--- config.mk ---
export PLATFORM = sky130hd
export DESIGN_NAME = bidi_mod_counter
export DESIGN_NICKNAME = d
export VERILOG_FILES = /design/src/rtl/bidi_mod_counter.sv
export SDC_FILE = /design/constraint.sdc
export NUM_CORES = 1
export LEC_CHECK = 0
export CORE_AREA = 8 8 45 47
export DETAILED_ROUTE_END_ITERATION = 8
export DIE_AREA = 0 0 53 55
export HOLD_SLACK_MARGIN = 0.06
export MAX_ROUTING_LAYER = met4
export PLACE_DENSITY = 0.69
export SLEW_MARGIN = 20
export SYNTH_ARGS = -nofsm -noshare
export SYNTH_HDL_FRONTEND = slang
export SYNTH_SLANG_ARGS = --single-unit
--- constraint.sdc ---
create_clock -name clk -period 3.1 [get_ports clk]
set_clock_uncertainty 0.1 [all_clocks]
set_input_delay 0.93 -clock clk [delete_from_list [all_inputs] [get_ports clk]]
set_output_delay 0.93 -clock clk [all_outputs]
set_load 0.005 [all_outputs]
--- src/rtl/bidi_mod_counter.sv ---
// Bidirectional counter over [MIN_VAL..MAX_VAL] with a configurable step, wrap or saturate
// mode, parallel load and per-direction terminal-count pulses. Define BIDICNTR_STICKY_EN for sticky flags.
module bidi_mod_counter #(
    parameter int WIDTH   = 4,
    parameter int MIN_VAL = 0,
    parameter int MAX_VAL = 2**WIDTH-1,
    parameter int STEP    = 1
) (
    input  logic             clk,
    input  logic             reset,
    input  logic             en,
    input  logic             ctrl,
    input  logic             sat,
    input  logic             load,
    input  logic [WIDTH-1:0] load_val,
    input  logic             clr_flags,
    output logic [WIDTH-1:0] count,
    output logic             at_max,
    output logic             at_min,
    output logic             tc_up,
    output logic             tc_dn,
    output logic             ovf_sticky,
    output logic             unf_sticky
);

    // Two guard bits keep count+STEP and count+span free of overflow.
    localparam int XW = WIDTH + 2;

    localparam logic [WIDTH-1:0] MIN_W  = WIDTH'(MIN_VAL);
    localparam logic [WIDTH-1:0] MAX_W  = WIDTH'(MAX_VAL);
    localparam logic [XW-1:0]    MIN_X  = XW'(MIN_VAL);
    localparam logic [XW-1:0]    MAX_X  = XW'(MAX_VAL);
    localparam logic [XW-1:0]    STEP_X = XW'(STEP);
    localparam logic [XW-1:0]    SPAN_X = XW'(MAX_VAL - MIN_VAL + 1);

    logic [WIDTH-1:0] count_q, count_d;
    logic             tc_up_q, tc_up_d;
    logic             tc_dn_q, tc_dn_d;

    logic [XW-1:0]    cnt_x;
    logic [XW-1:0]    up_sum;
    logic [XW-1:0]    up_wrap;
    logic [XW-1:0]    dn_diff;
    logic [XW-1:0]    dn_wrap;
    logic             up_over;
    logic             dn_under;
    logic             load_below;
    logic             load_above;
    logic [WIDTH-1:0] load_clamped;

    assign cnt_x    = {2'b00, count_q};
    assign up_sum   = cnt_x + STEP_X;
    assign up_over  = up_sum > MAX_X;
    assign up_wrap  = up_sum + MIN_X - MAX_X - XW'(1);
    assign dn_under = cnt_x < (MIN_X + STEP_X);
    assign dn_diff  = cnt_x - STEP_X;
    assign dn_wrap  = cnt_x + SPAN_X - STEP_X;

    // Bounds at the edge of the WIDTH-bit range can never be crossed by load_val.
    generate
        if (MIN_VAL == 0) begin : g_no_min_clamp
            assign load_below = 1'b0;
        end else begin : g_min_clamp
            assign load_below = load_val < MIN_W;
        end
        if (MAX_VAL == 2**WIDTH-1) begin : g_no_max_clamp
            assign load_above = 1'b0;
        end else begin : g_max_clamp
            assign load_above = load_val > MAX_W;
        end
    endgenerate

    always_comb begin
        load_clamped = load_val;
        if (load_below) begin
            load_clamped = MIN_W;
        end else if (load_above) begin
            load_clamped = MAX_W;
        end
    end

    always_comb begin
        count_d = count_q;
        tc_up_d = 1'b0;
        tc_dn_d = 1'b0;
        if (load) begin
            count_d = load_clamped;
        end else if (en) begin
            if (ctrl) begin
                if (!up_over) begin
                    count_d = up_sum[WIDTH-1:0];
                end else if (sat) begin
                    count_d = MAX_W;
                    tc_up_d = count_q != MAX_W;
                end else begin
                    count_d = up_wrap[WIDTH-1:0];
                    tc_up_d = 1'b1;
                end
            end else begin
                if (!dn_under) begin
                    count_d = dn_diff[WIDTH-1:0];
                end else if (sat) begin
                    count_d = MIN_W;
                    tc_dn_d = count_q != MIN_W;
                end else begin
                    count_d = dn_wrap[WIDTH-1:0];
                    tc_dn_d = 1'b1;
                end
            end
        end
    end

    always_ff @(posedge clk) begin
        if (reset) begin
            count_q <= MIN_W;
            tc_up_q <= 1'b0;
            tc_dn_q <= 1'b0;
        end else begin
            count_q <= count_d;
            tc_up_q <= tc_up_d;
            tc_dn_q <= tc_dn_d;
        end
    end

    assign count  = count_q;
    assign tc_up  = tc_up_q;
    assign tc_dn  = tc_dn_q;
    assign at_max = count_q == MAX_W;
    assign at_min = count_q == MIN_W;

`ifdef BIDICNTR_STICKY_EN
    logic ovf_sticky_q, ovf_sticky_d;
    logic unf_sticky_q, unf_sticky_d;

    // A boundary event in the same cycle as clr_flags leaves the flag set.
    always_comb begin
        ovf_sticky_d = ovf_sticky_q;
        unf_sticky_d = unf_sticky_q;
        if (clr_flags) begin
            ovf_sticky_d = 1'b0;
            unf_sticky_d = 1'b0;
        end
        if (tc_up_d) begin
            ovf_sticky_d = 1'b1;
        end
        if (tc_dn_d) begin
            unf_sticky_d = 1'b1;
        end
    end

    always_ff @(posedge clk) begin
        if (reset) begin
            ovf_sticky_q <= 1'b0;
            unf_sticky_q <= 1'b0;
        end else begin
            ovf_sticky_q <= ovf_sticky_d;
            unf_sticky_q <= unf_sticky_d;
        end
    end

    assign ovf_sticky = ovf_sticky_q;
    assign unf_sticky = unf_sticky_q;
`else
    logic unused_clr_flags;
    assign unused_clr_flags = clr_flags;
    assign ovf_sticky       = 1'b0;
    assign unf_sticky       = 1'b0;
`endif

endmodule

# ---- Word level (Yosys, flattened, before mapping)
# Index checks and enable logic that the tools add are counted.
dict set report totals {
  reg_bits 6
  input_bits 11
  output_inout_bits 10
  wordCells 31
}
dict set report classes {
  n_addsub 6
  magnitude_cmp 2
  eq_ne 2
  n_mux 9
  n_bitwise 4
  reduce_logical 5
}
# op n
set op_table {}
lappend op_table {{2-to-1 mux 4 bit} 7}
lappend op_table {{subtractor 4 x 1 -> 4 bit, second input constant} 3}
lappend op_table {{OR reduction 5 bit} 2}
lappend op_table {{adder 4 x 1 -> 5 bit, second input constant} 1}
lappend op_table {{> comparator 5 x 4 -> 1 bit, second input constant} 1}
lappend op_table {{adder 4 x 1 -> 4 bit, second input constant} 1}
lappend op_table {{== test 4 bit, second input constant} 1}
lappend op_table {{zero test 4 bit} 1}
lappend op_table {{< comparator 4 x 1 -> 1 bit, second input constant} 1}
lappend op_table {{inequality test 4 bit, second input constant} 1}
lappend op_table {{inverter 1 bit} 4}
lappend op_table {{nonzero test 4 bit} 1}
lappend op_table {{subtractor 4 bit, second input constant} 1}
lappend op_table {{2-to-1 mux 1 bit} 2}
lappend op_table {{nonzero test 2 bit} 1}

# ---- Longest topological paths before layout
dict set report logic_depth {
  ltp_word 8
  depth_mapped 6
  ltp_nobuf 6
}

# ---- Least setup slack after synthesis
# OpenSTA, ideal clock, no wires.
dict set report synth_path {
  path_type {in2reg}
  start {input ctrl}
  end {register count_q[1], in the netlist count[1]}
  setup_time_ps 70
  arrival_time_ps 1895
  required_time_ps 2930
  slack_ps 1035
  cell_stages 4
  path_buffers 1
  cell_sequence {clkbuf_1 -> or3_1 -> a311o_1 -> a21oi_1}
}
dict set report synth_between {
  elab_chain_cells 3
}
# item line
set synth_rtl {}
lappend synth_rtl {{start: declaration} 12} ;# input logic ctrl,
lappend synth_rtl {{2-to-1 mux 4 bit} 89} ;# if (ctrl) begin
lappend synth_rtl {{2-to-1 mux 4 bit} 88} ;# end else if (en) begin
lappend synth_rtl {{2-to-1 mux 4 bit} 86} ;# if (load) begin
lappend synth_rtl {{end signal: assignment} 119} ;# count_q <= count_d;
lappend synth_rtl {{end: declaration} 36} ;# logic [WIDTH-1:0] count_q, count_d;
# No other way between the ends. The select of a mux whose other input is x is not followed.
# A chain may end at the register's enable or synchronous reset.

# ---- Final worst setup path
dict set report layout_path {
  start {register count_q[0], in the netlist count[0]}
  end {output at_max}
}
dict set report layout_between {
  elab_chain_cells 1
}
# item line
set layout_rtl {}
lappend layout_rtl {{== test 4 bit} 128} ;# assign at_max = count_q == MAX_W;
lappend layout_rtl {{end: declaration} 18} ;# output logic at_max,
# No other way between the ends.

==> results by group <==
Status
  • Status: complete, no violations

Clocking
  • Root Driver: clkbuf_4
  • Clock transition at path regs: 0.05 ns
  • Worst-Skew Late Latency: 0.25 ns
  • CTS sink count: 6
  • Clk buf depth: 2
  • CTS-repair resized insts: 0
  • CTS Buf Count: 3
  • CTS tree: built
  • Setup Buffers After CTS: 0
  • CTS H-tree depth: 1
  • Hold_buf cts: 0

STA
  • Final WS setup: 0.305 ns
  • Pins Over Slew Limit: 0
  • RSZ-0062 raised after global routing: no
  • Max Clk Rate: 358 MHz
  • Final period util: 90.2%
  • Hold Fails Final Rpt: 0
  • Hold_ws: 0.496 ns
  • Setup-failing EPs final: 0
  • Final Critical Period: 2.80 ns
  • Setup TNS: 0 ns

Setup path
  • Start point of the critical path: count[0]
  • CP peak stage delay: 0.50 ns
  • Worst R2R End: count[1]
  • Worst Setup EP: at_max
  • Worst r2r src: count[0]
  • Reg2Reg Depth: 6
  • Setup crit end kind: primary output
  • Startpoint types: register
  • Worst path slowest cell: clkdlybuf4s50_1
  • Crit Path Category: register to primary output
  • R2r setup slk: 0.98 ns
  • Worst EP arrival: 1.77 ns
  • Worst EP required: 2.07 ns
  • Crit-path cells: ha_1, and3_1, clkdlybuf4s50_1
  • CP Max Fanout: 8

Die
  • DIE HEIGHT: 55 um
  • Initial Utilization: 37.5%
  • Rows: 14
  • Die ar.: 2920 um^2
  • Ports: 21
  • Die width: 53 um
  • Core Area: 1380 um^2

GRT
  • Initial antenna violation count: 0
  • GR Overflow Total: 0
  • Total track usage: 9.76%
  • First-pass GRT wire length: 2040 um
  • Vias in the first global route: 424
  • Pin count of the biggest net entering global routing: 15

Logic synthesis
  • Yosys top cell by area: dfxtp_1
  • Netlist cell types: 34
  • Mean Syn Cell Area: 7.42 um^2
  • Synth Instances: 70
  • Register area share after synthesis: 23.1%
  • Yosys warns: 0
  • Ranking of synthesized cells by area: dfxtp_1, ha_1, nand2_1
  • Yosys top cell area share: 23.1%
  • #FFs+latches synth: 6
  • Mapped Area: 519 um^2

Layout
  • Most frequent cells in the layout: clkdlybuf4s50_1, nand2_1, inv_1, dfxtp_1
  • Commonest non-fill, non-tap cell in the layout: clkdlybuf4s50_1
  • Area Overhead vs Synth: 34.7%
  • Ant diodes: 0
  • Layout fillers: 153
  • Nets@finish: 101
  • Layout cells sized above 1: 4.76%

Drt
  • Vias: 539
  • WL final: 1380 um
  • Router iterations before antenna repair: 4
  • # DRC: 0
  • WL/cell: 13.8 um
  • Via density per instance: 5.39
  • Routed Antenna Nets: 0
  • Starting DRT DRC Count: 5

Placed design
  • DP Worst Slack: 0.379 ns
  • Final HPWL DP: 1020 um
  • Port bufs: 17
  • Routability cong.: 0.915

Run
  • # Max-Cap Violations: 0

Worst hold path
  • HP Class: register to register

Power
  • Design Power: 0.239 mW
  • Cell Pwr Density: 342 nW/um^2
  • Static Leak: 0.295 nW
  • Maximum VDD drop: 0.000174 V
==> cell type report <==
type	count	area [um^2]	share of cell area, %
Clock buffer	3	22.5	3.22
Multi-Input combinational cell	52	344	49.2
Sequential cell	6	120	17.2
Inverter	6	22.5	3.22
Timing Repair Buffer	17	170	24.3
Tap cell	16	20.0	2.86
==> synth_stat cells, drive strengths merged <==
| cell | number |
|---|---|
| a21oi | 4 |
| a221oi | 1 |
| a22oi | 1 |
| a311o | 1 |
| a31o | 1 |
| a31oi | 1 |
| a32o | 1 |
| a41o | 2 |
| and3 | 1 |
| and4bb | 1 |
| buf | 4 |
| clkbuf | 3 |
| conb | 1 |
| dfxtp | 6 |
| ha | 4 |
| inv | 6 |
| mux2i | 1 |
| nand2 | 10 |
| nand2b | 1 |
| nand3 | 3 |
| nand3b | 1 |
| nand4 | 2 |
| nor2 | 3 |
| nor2b | 1 |
| nor3 | 1 |
| nor3b | 1 |
| nor4b | 1 |
| o21ai | 2 |
| o221ai | 1 |
| o22ai | 1 |
| o41ai | 1 |
| or3 | 1 |
| xor2 | 1 |
==> how the worst min path moves through the flow <==
| stage | depth (start not counted) | start | slack [ns] | endpoint |
|---|---|---|---|---|
| 6_report | 2 | count[0] | 0.50 | count[0] |
| 5_1_grt | 2 | count[0] | 0.56 | count[0] |
| 4_1_cts | 2 | count[0] | 0.50 | count[0] |
| 3_5_place_dp | 2 | count[0] | 0.49 | count[0] |
| 3_3_place_gp | 2 | count[0] | 0.49 | count[0] |
| 2_1_floorplan | 2 | count[0] | 0.43 | count[0] |
==> per-stage QoR <==
stage,cells,instance area [um^2],utilization (%)
2_1_floorplan,71,523,-
5_1_grt,100,699,50.5
6_report,100,699,50.5
3_3_place_gp,97,677,48.9
3_5_place_dp,97,677,48.9
4_1_cts,100,699,50.5
==> report_power, final <==
part | internal (mW) | total [mW] | switching (mW)
Combinational | 0.0412 | 0.0722 | 0.0310
Clock | 0.0439 | 0.0739 | 0.0300
Sequential | 0.0816 | 0.0931 | 0.0114
==> logic make-up after synthesis <==
kind of cell | Yosys count | synth area share (%)
AOI/OAI and AO/OA | 17 | 24.1
xor gates and xnor gates | 1 | 1.69
adders and majority gates | 4 | 9.64
buffers and inverters | 13 | 11.3
DFF | 6 | 23.1
muxes | 1 | 1.93
other | 1 | 0.722
and+or+nand+nor | 27 | 27.5
==> state kept, by name, summed over array words and instances, names as in the netlist <==
| name | count |
|---|---|
| tc_up | 1 |
| tc_dn | 1 |
| count | 4 |
==> routing by layer <==
metal	vias up	wire [um]	GRT usage (%)
met1	242	640	11.6
met2	19	628	14.1
met5	-	0	-
li1	278	-	-
met3	0	111	5.08
met4	0	0	2.59
==> critical path, delay by kind of cell (launching register included) <==
family	cells	cell delay [ns]
DFF	1	0.47
and+or+nand+nor	1	0.19
adders and majority gates	1	0.36
buffers and inverters	1	0.50
No activity file was read; power rests on OpenSTA's default activity.
